[src/rtl/spi_peripheral_if.sv]
// spi_peripheral_if: bundle of all non-clock/reset signals of spi_peripheral.
//
// Signals:
//   cpol, cpha               SPI mode, latched at frame start
//   mosi_width, miso_width   bits received / transmitted per frame, latched at frame start
//   tx_data                  response word, field tx_data[miso_width-1:0]
//   rx_data, rx_valid        received field (right-aligned) and its one-cycle strobe
//   tx_done, frame_error     one-cycle strobes on CS rise after a complete / incomplete frame
//   busy                     high from frame start until return to idle
//   cs, sclk, mosi           SPI pins, asynchronous to clk
//   miso, miso_oe            registered serial output and its tri-state enable
//   fsm_state                debug view of the peripheral state machine
//
// Modports: slave = the peripheral, master = whatever drives the SPI link.
interface spi_peripheral_if;
  logic        cpol;
  logic        cpha;
  logic [7:0]  mosi_width;
  logic [7:0]  miso_width;
  logic [31:0] tx_data;
  logic [31:0] rx_data;
  logic        rx_valid;
  logic        tx_done;
  logic        frame_error;
  logic        busy;
  logic        cs;
  logic        sclk;
  logic        mosi;
  logic        miso;
  logic        miso_oe;
  logic [1:0]  fsm_state;

  modport slave (
    input  cpol, cpha, mosi_width, miso_width, tx_data, cs, sclk, mosi,
    output rx_data, rx_valid, tx_done, frame_error, busy, miso, miso_oe, fsm_state
  );

  modport master (
    output cpol, cpha, mosi_width, miso_width, tx_data, cs, sclk, mosi,
    input  rx_data, rx_valid, tx_done, frame_error, busy, miso, miso_oe, fsm_state
  );
endinterface

[src/rtl/spi_peripheral.sv]
// spi_peripheral: oversampled SPI responder. CS/SCLK/MOSI are synchronized to
// clk; a frame first receives mosi_width bits, then drives miso_width bits,
// both right-aligned and MSB first. CPOL/CPHA, widths and tx_data are latched
// on the synchronized CS falling edge.
//
// Ports:
//   clk      system clock, rising edge
//   reset_n  asynchronous active-low reset
//   bus      spi_peripheral_if.slave (config, data, strobes, SPI pins, debug state)
//
// Handshake: rx_valid, tx_done and frame_error are single-cycle strobes with no
// ready/backpressure; rx_data is stable from one rx_valid to the next.
module spi_peripheral #(
  parameter int SYNC_STAGES = 2
) (
  input logic            clk,
  input logic            reset_n,
  spi_peripheral_if.slave bus
);

  typedef enum logic [1:0] {IDLE, RECV, SEND, WAIT_CS} state_t;

  state_t                 state;
  logic [SYNC_STAGES-1:0] cs_sync;
  logic [SYNC_STAGES-1:0] sclk_sync;
  logic [SYNC_STAGES-1:0] mosi_sync;
  logic                   cs_prev;
  logic                   sclk_prev;

  logic        cpol_r;
  logic        cpha_r;
  logic [7:0]  mosi_w_r;
  logic [7:0]  miso_w_r;
  logic [31:0] tx_r;
  logic [31:0] rx_shift;
  logic [7:0]  cnt;
  logic [7:0]  idx;

  logic [31:0] rx_data_r;
  logic        rx_valid_r;
  logic        tx_done_r;
  logic        frame_error_r;
  logic        busy_r;
  logic        miso_r;
  logic        miso_oe_r;

  logic        cs_s, sclk_s, mosi_s;
  logic        cs_fall, cs_rise;
  logic        sclk_rise, sclk_fall;
  logic        lead_edge, trail_edge, sample_edge;
  logic [31:0] rx_next;
  logic        last_rx_cycle, last_tx_cycle;

  // Bit of the response word at index i; indices beyond the 32-bit word send 0.
  function automatic logic tx_bit(input logic [31:0] d, input logic [7:0] i);
    return (i < 8'd32) ? d[i[4:0]] : 1'b0;
  endfunction

  assign cs_s   = cs_sync[SYNC_STAGES-1];
  assign sclk_s = sclk_sync[SYNC_STAGES-1];
  assign mosi_s = mosi_sync[SYNC_STAGES-1];

  assign cs_fall   = cs_prev & ~cs_s;
  assign cs_rise   = ~cs_prev & cs_s;
  assign sclk_rise = sclk_s & ~sclk_prev;
  assign sclk_fall = ~sclk_s & sclk_prev;

  // Edge detection works on the raw synchronized SCLK and folds CPOL in
  // afterwards, so latching a new CPOL at frame start cannot create a
  // phantom edge.
  assign lead_edge   = cpol_r ? sclk_fall : sclk_rise;
  assign trail_edge  = cpol_r ? sclk_rise : sclk_fall;
  assign sample_edge = cpha_r ? trail_edge : lead_edge;

  assign rx_next       = {rx_shift[30:0], mosi_s};
  assign last_rx_cycle = ({1'b0, cnt} + 9'd1) == {1'b0, mosi_w_r};
  assign last_tx_cycle = ({1'b0, cnt} + 9'd1) == {1'b0, miso_w_r};

  always_ff @(posedge clk or negedge reset_n) begin
    if (!reset_n) begin
      state         <= IDLE;
      cs_sync       <= '1;
      sclk_sync     <= '0;
      mosi_sync     <= '0;
      cs_prev       <= 1'b1;
      sclk_prev     <= 1'b0;
      cpol_r        <= 1'b0;
      cpha_r        <= 1'b0;
      mosi_w_r      <= '0;
      miso_w_r      <= '0;
      tx_r          <= '0;
      rx_shift      <= '0;
      cnt           <= '0;
      idx           <= '0;
      rx_data_r     <= '0;
      rx_valid_r    <= 1'b0;
      tx_done_r     <= 1'b0;
      frame_error_r <= 1'b0;
      busy_r        <= 1'b0;
      miso_r        <= 1'b0;
      miso_oe_r     <= 1'b0;
    end else begin
      cs_sync   <= {cs_sync[SYNC_STAGES-2:0], bus.cs};
      sclk_sync <= {sclk_sync[SYNC_STAGES-2:0], bus.sclk};
      mosi_sync <= {mosi_sync[SYNC_STAGES-2:0], bus.mosi};
      cs_prev   <= cs_s;
      sclk_prev <= sclk_s;
      miso_oe_r <= ~cs_s;

      rx_valid_r    <= 1'b0;
      tx_done_r     <= 1'b0;
      frame_error_r <= 1'b0;

      case (state)
        IDLE: begin
          if (cs_fall) begin
            cpol_r   <= bus.cpol;
            cpha_r   <= bus.cpha;
            mosi_w_r <= bus.mosi_width;
            miso_w_r <= bus.miso_width;
            tx_r     <= bus.tx_data;
            rx_shift <= '0;
            cnt      <= '0;
            busy_r   <= 1'b1;
            if (bus.mosi_width != 8'd0) begin
              state <= RECV;
            end else if (bus.miso_width != 8'd0) begin
              state <= SEND;
              idx   <= bus.miso_width - 8'd1;
              // CPHA=0 needs the first bit on the wire before the first edge.
              if (!bus.cpha) miso_r <= tx_bit(bus.tx_data, bus.miso_width - 8'd1);
            end else begin
              state <= WAIT_CS;
            end
          end
        end

        RECV: begin
          if (cs_rise) begin
            state         <= IDLE;
            frame_error_r <= 1'b1;
            miso_r        <= 1'b0;
            busy_r        <= 1'b0;
          end else begin
            if (sample_edge) rx_shift <= rx_next;
            if (trail_edge) begin
              if (last_rx_cycle) begin
                // With CPHA=1 the final bit is sampled on this same edge.
                rx_data_r  <= sample_edge ? rx_next : rx_shift;
                rx_valid_r <= 1'b1;
                cnt        <= '0;
                if (miso_w_r != 8'd0) begin
                  state <= SEND;
                  idx   <= miso_w_r - 8'd1;
                  if (!cpha_r) miso_r <= tx_bit(tx_r, miso_w_r - 8'd1);
                end else begin
                  state <= WAIT_CS;
                end
              end else begin
                cnt <= cnt + 8'd1;
              end
            end
          end
        end

        SEND: begin
          if (cs_rise) begin
            state         <= IDLE;
            frame_error_r <= 1'b1;
            miso_r        <= 1'b0;
            busy_r        <= 1'b0;
          end else begin
            if (cpha_r && lead_edge) begin
              miso_r <= tx_bit(tx_r, idx);
              idx    <= idx - 8'd1;
            end
            if (trail_edge) begin
              if (last_tx_cycle) begin
                state <= WAIT_CS;
              end else begin
                cnt <= cnt + 8'd1;
                if (!cpha_r) begin
                  miso_r <= tx_bit(tx_r, idx - 8'd1);
                  idx    <= idx - 8'd1;
                end
              end
            end
          end
        end

        WAIT_CS: begin
          if (cs_rise) begin
            state     <= IDLE;
            miso_r    <= 1'b0;
            tx_done_r <= 1'b1;
            busy_r    <= 1'b0;
          end
        end

        default: state <= IDLE;
      endcase
    end
  end

  assign bus.rx_data     = rx_data_r;
  assign bus.rx_valid    = rx_valid_r;
  assign bus.tx_done     = tx_done_r;
  assign bus.frame_error = frame_error_r;
  assign bus.busy        = busy_r;
  assign bus.miso        = miso_r;
  assign bus.miso_oe     = miso_oe_r;
  assign bus.fsm_state   = state;

endmodule

[src/flat_wrapper.sv]
// flat-port wrapper written by rule: the top's interface ports become plain ports
module spi_peripheral_flat 
#(
  parameter int SYNC_STAGES = 2
)
  (clk, reset_n, bus_cpol, bus_cpha, bus_mosi_width, bus_miso_width, bus_tx_data, bus_cs, bus_sclk, bus_mosi, bus_rx_data, bus_rx_valid, bus_tx_done, bus_frame_error, bus_busy, bus_miso, bus_miso_oe, bus_fsm_state);
  spi_peripheral_if bus_i ();
  input logic clk;
  input logic reset_n;
  input wire logic [$bits(bus_i.cpol)-1:0] bus_cpol;
  input wire logic [$bits(bus_i.cpha)-1:0] bus_cpha;
  input wire logic [$bits(bus_i.mosi_width)-1:0] bus_mosi_width;
  input wire logic [$bits(bus_i.miso_width)-1:0] bus_miso_width;
  input wire logic [$bits(bus_i.tx_data)-1:0] bus_tx_data;
  input wire logic [$bits(bus_i.cs)-1:0] bus_cs;
  input wire logic [$bits(bus_i.sclk)-1:0] bus_sclk;
  input wire logic [$bits(bus_i.mosi)-1:0] bus_mosi;
  output wire logic [$bits(bus_i.rx_data)-1:0] bus_rx_data;
  output wire logic [$bits(bus_i.rx_valid)-1:0] bus_rx_valid;
  output wire logic [$bits(bus_i.tx_done)-1:0] bus_tx_done;
  output wire logic [$bits(bus_i.frame_error)-1:0] bus_frame_error;
  output wire logic [$bits(bus_i.busy)-1:0] bus_busy;
  output wire logic [$bits(bus_i.miso)-1:0] bus_miso;
  output wire logic [$bits(bus_i.miso_oe)-1:0] bus_miso_oe;
  output wire logic [$bits(bus_i.fsm_state)-1:0] bus_fsm_state;
  assign bus_i.cpol = bus_cpol;
  assign bus_i.cpha = bus_cpha;
  assign bus_i.mosi_width = bus_mosi_width;
  assign bus_i.miso_width = bus_miso_width;
  assign bus_i.tx_data = bus_tx_data;
  assign bus_i.cs = bus_cs;
  assign bus_i.sclk = bus_sclk;
  assign bus_i.mosi = bus_mosi;
  assign bus_rx_data = bus_i.rx_data;
  assign bus_rx_valid = bus_i.rx_valid;
  assign bus_tx_done = bus_i.tx_done;
  assign bus_frame_error = bus_i.frame_error;
  assign bus_busy = bus_i.busy;
  assign bus_miso = bus_i.miso;
  assign bus_miso_oe = bus_i.miso_oe;
  assign bus_fsm_state = bus_i.fsm_state;
  spi_peripheral #(.SYNC_STAGES(SYNC_STAGES)) u_core (.clk(clk), .reset_n(reset_n), .bus(bus_i));
endmodule
[config.mk]
export PLATFORM = sky130hd
export DESIGN_NAME = spi_peripheral_flat
export DESIGN_NICKNAME = d
export VERILOG_FILES = /design/src/rtl/spi_peripheral_if.sv /design/src/rtl/spi_peripheral.sv /design/src/flat_wrapper.sv
export SDC_FILE = /design/constraint.sdc
export NUM_CORES = 1
export LEC_CHECK = 0
export ABC_AREA = 1
export BUFFER_PORTS_ARGS = -buffer_cell sky130_fd_sc_hd__buf_2
export CORE_MARGIN = 3
export CORE_UTILIZATION = 54
export CTS_CLUSTER_DIAMETER = 40
export CTS_CLUSTER_SIZE = 14
export DETAILED_ROUTE_END_ITERATION = 10
export PLACE_DENSITY = 0.74
export SYNTH_ARGS = -nofsm -noshare
export SYNTH_HDL_FRONTEND = slang
export SYNTH_SLANG_ARGS = --single-unit
[constraint.sdc]
create_clock -name clk -period 6.1 [get_ports clk]
set_input_delay 0.915 -clock clk [delete_from_list [all_inputs] [get_ports clk]]
set_output_delay 0.915 -clock clk [all_outputs]
set_load 0.02 [all_outputs]
==> flow_metrics.py, run 1 <==
metrics = {
    "die": {
        "fp-row-count": 45,
        "die_area_sq_um": 17500,
        "core_sq_um": 15400,
        "io-pin-count": 95,
        "die_w_microns": 132,
        "fp.dieH_microns": 132,
        "initial_core_util_pct": 55.9,
    },
    "critical_path": {
        "worstPathCellList": "buf_4, inv_1, ha_1, clkinv_1, nand3_1, nand3_1, nand3_1, nand2_1, nand2_1, nand3_1, nand4_1, nand3_1, nand2_1, nand2_1, a21oi_1",
        "critPathMaxFanout": 45,
        "arrival_ns": 3.89,
        "crit_type": "reg2reg",
        "cp_common_cell": "nand3_1",
        "cp_num_buf_inv": 3,
        "cp.required_ns": 6.46,
        "worst_path_largest_cell_delay_ns": 0.72,
        "cp-start-kind": "register",
        "crit_path_top_delay_cell": "ha_1",
        "critPathTopFamily": "buffers and inverters",
        "critPathCaptureType": "register",
    },
    "routing": {
        "drtIter0Drc": 827,
        "wl_met1_mm": 10.0,
        "vias": 7942,
        "vias_per_cell": 5.41,
        "routed_wl_mm": 21.2,
        "highest_layer": "met4",
        "drc": 0,
        "dr.pass1.iters": 5,
        "dr_wl_met2_mm": 9.34,
        "ant_nets": 0,
        "routedWlPerCell_microns": 14.5,
        "wl_met3_mm": 1.46,
    },
    "global_route": {
        "grt_max_degree": 99,
        "overflow": 0,
        "first_global_vias": 7208,
        "antenna_found_initial": 0,
        "grt_first_pass_wirelength_mm": 35.8,
        "grt_use_total_pct": 24.9,
    },
    "logic_synthesis": {
        "syn_avg_cell_area_sq_um": 7.29,
        "syn_area_sq_um": 8590,
        "synth_enable_flop_cells": 0,
        "yosysWarnings": 0,
        "netlist_instances": 1179,
        "synth_seq_cells": 146,
        "async_reset_ff_share_pct": 100,
        "synthesis.nets": 1243,
        "ys.flop_type": "dfrtp_1",
        "synth-seq-area-share_pct": 42.6,
        "synth_cell_types": 45,
    },
    "clock_tree": {
        "cts_num_sinks": 146,
        "cts_buffers": 17,
        "clk_pin_slew_worst_paths_ns": 0.07,
        "clockRootBuffer": "clkbuf_16",
        "cts_hold_buf": 0,
        "cts_setup_buffers": 0,
        "cts_buffer_depth": 2,
        "htreeDepth": 4,
        "post_cts_resized": 0,
        "cts_tree": "built",
        "clk_latency_ns": 0.43,
    },
    "timing": {
        "min_period_over_period_pct": 57.9,
        "rsz0062_at_grt": "false",
        "setup_viol": 0,
        "fin_tns_setup_ns": 0,
        "period_needed_ns": 3.53,
        "worst_pin_slew_ns": 1.14,
        "fmax_mhz": 283,
        "hold_viol": 0,
        "skew_ns": 0.00963,
        "whs_ns": 0.351,
        "slew_headroom_pct": 23.8,
        "slew_viol_final": 0,
    },
    "cells_and_area": {
        "drive_above_1_share_pct": 15.2,
        "finalNonFillerCells": 1467,
        "post-route-util_pct": 63.0,
        "nNetsFinal": 1307,
        "antenna_cells": 0,
        "syn_to_final_growth_pct": 12.7,
    },
    "placed_design": {
        "gp_congestion": 0.961,
        "place_hpwl_mm": 15.1,
        "placedCellCount": 1435,
        "numPortBuffers": 94,
    },
    "power_and_ir_drop": {
        "p_per_area_nw_per_um2": 533,
        "leakage_nw": 5.01,
        "finalPower_mw": 5.17,
        "peakVddDrop_mv": 0.251,
    },
    "outcome": {
        "outcome": "completed",
    },
    "hold_path": {
        "min_path_type": "reg2reg",
    },
    "job": {
        "maxCapViolCount": 0,
    },
}
[worst paths after layout]
check | startpoint | slack [ns] | cells after the start | endpoint
max in group asynchronous | reset_n | 4.30 | 2 | u_core.tx_r[11]
min in group asynchronous | reset_n | 0.58 | 1 | u_core.mosi_sync[1]
hold reg to reg | u_core.mosi_sync[0] | 0.35 | 0 | u_core.mosi_sync[1]
setup reg to reg | u_core.idx[0] | 2.57 | 15 | u_core.bus.miso
setup / recovery | u_core.idx[0] | 2.57 | 15 | u_core.bus.miso
hold / removal | u_core.mosi_sync[0] | 0.35 | 0 | u_core.mosi_sync[1]
[per-stage QoR]
stage	cell area [sq um]	setup WS (ns)
2_1_floorplan	8590	3.41
3_3_place_gp	9140	2.60
3_5_place_dp	9140	2.64
4_1_cts	9680	2.62
5_1_grt	9680	2.32
6_report	9680	2.57
[synth_stat cells (5+ instances only)]
cell	n	area, sq um
o21ai_1	15	75.1
buf_6	7	78.8
o21ai_0	125	626
nand3_1	106	531
nand2_2	5	31.3
or2_2	6	37.5
nand2_1	295	1110
inv_1	151	567
a21oi_1	48	240
nor2_1	82	308
ha_1	9	113
o22ai_1	32	200
nand4_1	10	62.6
clkbuf_1	40	150
dfrtp_1	143	3580
o211ai_1	14	105
xor2_1	13	114
o21ai_2	24	210
buf_2	5	25.0
[power breakdown]
| part | total, mW | leakage [nW] | internal, mW | switching, mW |
|---|---|---|---|---|
| sequential | 1.62 | 1.86 | 1.31 | 0.307 |
| combinational | 2.57 | 2.89 | 0.857 | 1.71 |
| clock | 0.978 | 0.261 | 0.531 | 0.447 |
| total | 5.17 | 5.01 | 2.70 | 2.46 |
[routing by layer]
| layer | vias up | track usage [%] |
|---|---|---|
| met2 | 295 | 37.5 |
| met4 | 0 | 7.70 |
| met5 | - | 0 |
| met3 | 32 | 4.27 |
| met1 | 3625 | 36.9 |
| li1 | 3990 | - |
[state kept, by name, summed over array words and instances (netlist names), 2 cells and up]
name,count
u_core.sclk_sync,2
u_core.bus.rx_data,32
u_core.cnt,8
u_core.idx,8
u_core.cs_sync,2
u_core.mosi_w_r,8
u_core.tx_r,32
u_core.mosi_sync,2
u_core.miso_w_r,8
u_core.rx_shift,32
u_core.bus.fsm_state,2
[cell type report]
class                   instances  area (sq um)
inverters                     157           589
well taps                     211           264
fillers                      1419          5690
clock buffers                  17           425
clock inverters                15           124
multi-input cells             821          4100
repair buffers                100           522
flip-flops and latches        146          3660
[logic make-up (layout without fill, tap and decap cells)]
kind of cell | after synthesis | after routing | share of synthesized area (%)
xor+xnor | 17 | 17 | 1.73
compound gates | 267 | 267 | 18.0
mux | 3 | 3 | 0.393
simple gates | 525 | 525 | 26.0
buf+inv | 212 | 289 | 9.99
flops | 146 | 146 | 42.6
fa+ha+maj | 9 | 9 | 1.31
[layout by cell type (no fill, tap or decap), types with 2 or more instances in the layout]
cell type,synthesis,layout
nand2_1,295,295
inv_1,151,151
dfrtp_1,143,143
o21ai_0,125,125
nand3_1,106,105
buf_2,5,93
nor2_1,82,82
a21oi_1,48,48
o22ai_1,32,32
o21ai_2,24,25
clkbuf_16,0,17
o211ai_1,14,14
xor2_1,13,13
o21ai_1,15,13
nand4_1,10,10
ha_1,9,9
or2_2,6,6
inv_6,0,6
buf_4,1,6
nand2_2,5,5
xnor2_1,4,4
nor2_2,4,4
nor3_1,4,4
clkinv_1,4,4
clkinvlp_4,0,4
or2_1,3,3
mux2_2,3,3
dfstp_2,3,3
nand3_2,2,2
inv_2,2,2
o221ai_1,2,2
nor2_4,2,2
clkinv_2,0,2
inv_8,0,2
Power figures use the tool's default switching activity.
==> inputs of run 2 (changes only) <==
--- a/config.mk
+++ b/config.mk
@@ -5,14 +5,14 @@
 export SDC_FILE = /design/constraint.sdc
 export NUM_CORES = 1
 export LEC_CHECK = 0
-export ABC_AREA = 1
+export ABC_AREA = 0
 export BUFFER_PORTS_ARGS = -buffer_cell sky130_fd_sc_hd__buf_2
 export CORE_MARGIN = 3
 export CORE_UTILIZATION = 54
 export CTS_CLUSTER_DIAMETER = 40
 export CTS_CLUSTER_SIZE = 14
 export DETAILED_ROUTE_END_ITERATION = 10
-export PLACE_DENSITY = 0.74
+export PLACE_DENSITY = 0.77
 export SYNTH_ARGS = -nofsm -noshare
 export SYNTH_HDL_FRONTEND = slang
 export SYNTH_SLANG_ARGS = --single-unit
==> constraint.sdc (replaced) <==
create_clock -name clk -period 2.9 [get_ports clk]
set_input_delay 0.435 -clock clk [delete_from_list [all_inputs] [get_ports clk]]
set_output_delay 0.435 -clock clk [all_outputs]
set_load 0.02 [all_outputs]
==> run 2 against run 1 <==
  * Non-clock buffer count is 45 higher
  * Clock skew is 0.0031 ns higher
  * Sequential power is 94% higher
  * Critical path type unchanged
  * Highest routed layer is now met5
==> flow_metrics.py, run 2 <==
metrics = {
    "cells_and_area": {
        "mostFrequentLayoutCell": "dfrtp_1",
        "drive_above_1_share_pct": 33.6,
        "syn_to_final_growth_pct": 19.3,
        "final_cell_mix": "dfrtp_1 (139), buf_2 (93), nand2_1 (75), o21ai_0 (53)",
        "antenna_cells": 0,
        "nNetsFinal": 945,
        "post-route-util_pct": 66.2,
        "finalNonFillerCells": 1105,
    },
    "logic_synthesis": {
        "synth-seq-area-share_pct": 43.2,
        "ys.flop_type": "dfrtp_1",
        "yosys.area.top_type": "dfrtp_1",
        "syn_area_sq_um": 8470,
        "synthesis.nets": 834,
        "synth_enable_flop_cells": 0,
        "synth_area_leaders": "dfrtp_1 (42%), mux4_2 (8.0%), mux2_2 (6.5%), mux2i_1 (5.9%), a22o_1 (3.4%)",
        "synth_seq_cells": 146,
        "netlist_instances": 770,
        "synth_cell_types": 82,
        "synthTopCellsByCount": "dfrtp_1 (143), nand2_1 (75), o21ai_0 (53)",
        "yosys.cell_count.top_type": "dfrtp_1",
        "syn_avg_cell_area_sq_um": 11.0,
        "yosysWarnings": 0,
        "async_reset_ff_share_pct": 100,
        "yosys.area.top_type_share_pct": 42.2,
    },
    "timing": {
        "skew_ns": 0.0127,
        "slew_viol_final": 0,
        "min_period_over_period_pct": 97.6,
        "fmax_mhz": 353,
        "period_needed_ns": 2.83,
        "hold_viol": 0,
        "worst_pin_slew_ns": 0.829,
        "slew_headroom_pct": 44.8,
        "setup_slack_ns": 0.0694,
        "setup_viol": 0,
    },
    "clock_tree": {
        "cts_hold_buf": 0,
        "htreeDepth": 4,
        "clockRootBuffer": "clkbuf_16",
        "cts_buffers": 17,
        "clk_pin_slew_worst_paths_ns": 0.07,
        "cts_buffer_depth": 2,
        "cts_setup_buffers": 0,
        "cts_num_sinks": 146,
        "clk_latency_ns": 0.43,
        "cts_tree": "built",
    },
    "routing": {
        "dr_wl_met2_mm": 10.4,
        "drtIter0Drc": 603,
        "wl_met1_mm": 9.15,
        "vias": 6758,
        "vias_per_cell": 6.12,
        "ant_nets": 0,
        "wl_met3_mm": 1.43,
        "routed_wl_mm": 21.4,
        "routedWlPerCell_microns": 19.4,
        "highest_layer": "met5",
        "drc": 0,
        "dr.pass1.iters": 5,
    },
    "placed_design": {
        "preCtsSetupSlack_ns": 0.0417,
        "gp_congestion": 0.922,
        "placedCellCount": 1073,
        "place_hpwl_mm": 15.2,
        "numPortBuffers": 94,
    },
    "global_route": {
        "grt_use_total_pct": 25.1,
        "first_global_vias": 6701,
        "grt_max_degree": 86,
        "overflow": 0,
        "grt_first_pass_wirelength_mm": 34.9,
        "antenna_found_initial": 1,
    },
    "critical_path": {
        "critPathMaxFanout": 9,
        "cp-start-kind": "register",
        "arrival_ns": 3.13,
        "crit_type": "reg2reg",
        "cp.required_ns": 3.20,
        "critPathCaptureType": "register",
    },
    "die": {
        "die_area_sq_um": 17200,
        "io-pin-count": 95,
        "fp-row-count": 45,
        "initial_core_util_pct": 55.5,
        "fp.dieH_microns": 131,
        "die_w_microns": 131,
        "core_sq_um": 15300,
    },
    "power_and_ir_drop": {
        "leakage_nw": 4.43,
        "p_per_area_nw_per_um2": 1030,
        "peakVddDrop_mv": 0.660,
    },
    "hold_path": {
        "min_path_type": "in2async",
    },
    "job": {
        "maxCapViolCount": 0,
    },
    "outcome": {
        "outcome": "completed",
    },
}
==> run 2: cell count changes after synthesis, moves of 24 or more <==
cell and delta:
inv_1 -135, mux4_2 +30, mux2i_1 +50, a21oi_1 -30
nand2_1 -220, mux2_2 +46, o21ai_0 -72, nor2_1 -51
nand3_1 -92, o22ai_1 -28, o21ai_2 -24, a22o_1 +33
==> run 2: logic make-up after synthesis <==
logic type               synth area share (%)
buffers and inverters                    3.81
multiplexers                             20.4
XOR/XNOR                                 3.93
flip-flops                               43.2
AO/OA/AOI/OAI                            14.2
AND/OR/NAND/NOR                          13.2
adder cells (fa/ha/maj)                  1.33
==> run 2: area by class of cell <==
type	count	area (sq um)
clock buffers	17	425
clock inverters	15	189
fillers	1158	5150
inverters	17	63.8
multi-input cells	554	4570
flip-flops and latches	146	3660
well taps	211	264
repair buffers	145	935
==> run 2: repair_timing <==
action                                  in CTS  in global routing
endpoints found under the setup margin       1                 42
pin swaps                                    0                  1
gates resized for setup                      1                 11
==> run 2: routing by layer <==
metal	global-route usage, %	up-vias
li1	-	3081
met2	40.1	284
met4	8.46	2
met1	34.7	3348
met3	4.82	43
met5	0	-
==> run 2: where the power goes <==
group	internal (mW)	total, mW	switching (mW)
sequential	2.53	3.14	0.612
clock	1.31	2.28	0.971
combinational	2.46	4.97	2.50
==> run 2: worst max-delay path, stage by stage, from the launching register on <==
cell and delay [ns]:
dfrtp_1 0.38, inv_1 0.12, ha_4 0.19, xor2_4 0.17, buf_12 0.16, mux4_2 0.51
mux2i_1 0.19, mux2i_1 0.14, a22o_1 0.27, a41o_1 0.26, a311oi_2 0.20, o31ai_1 0.11
==> run 2: through the flow <==
step	hold WS [ns]	cell area (sq um)	setup TNS, ns	power, mW
3_5_place_dp	0.340	9450	0	7.96
3_3_place_gp	0.336	9450	0	7.85
6_report	0.0391	10100	0	10.4
2_1_floorplan	0.139	8480	0	6.52
4_1_cts	0.0872	10100	0	10.3
5_1_grt	0.100	10100	-0.00830	10.9
==> run 2: worst paths after layout <==
path	startpoint	endpoint	slack, ns	cells after the start
setup / recovery	u_core.miso_w_r[0]	u_core.bus.miso	0.07	11
setup reg to reg	u_core.miso_w_r[0]	u_core.bus.miso	0.07	11
hold reg to reg	u_core.mosi_sync[0]	u_core.mosi_sync[1]	0.35	0
max in group asynchronous	reset_n	u_core.tx_r[22]	2.17	2
hold / removal	reset_n	u_core.cnt[7]	0.04	1
min in group clk	bus_cs	u_core.cs_sync[0]	0.11	1
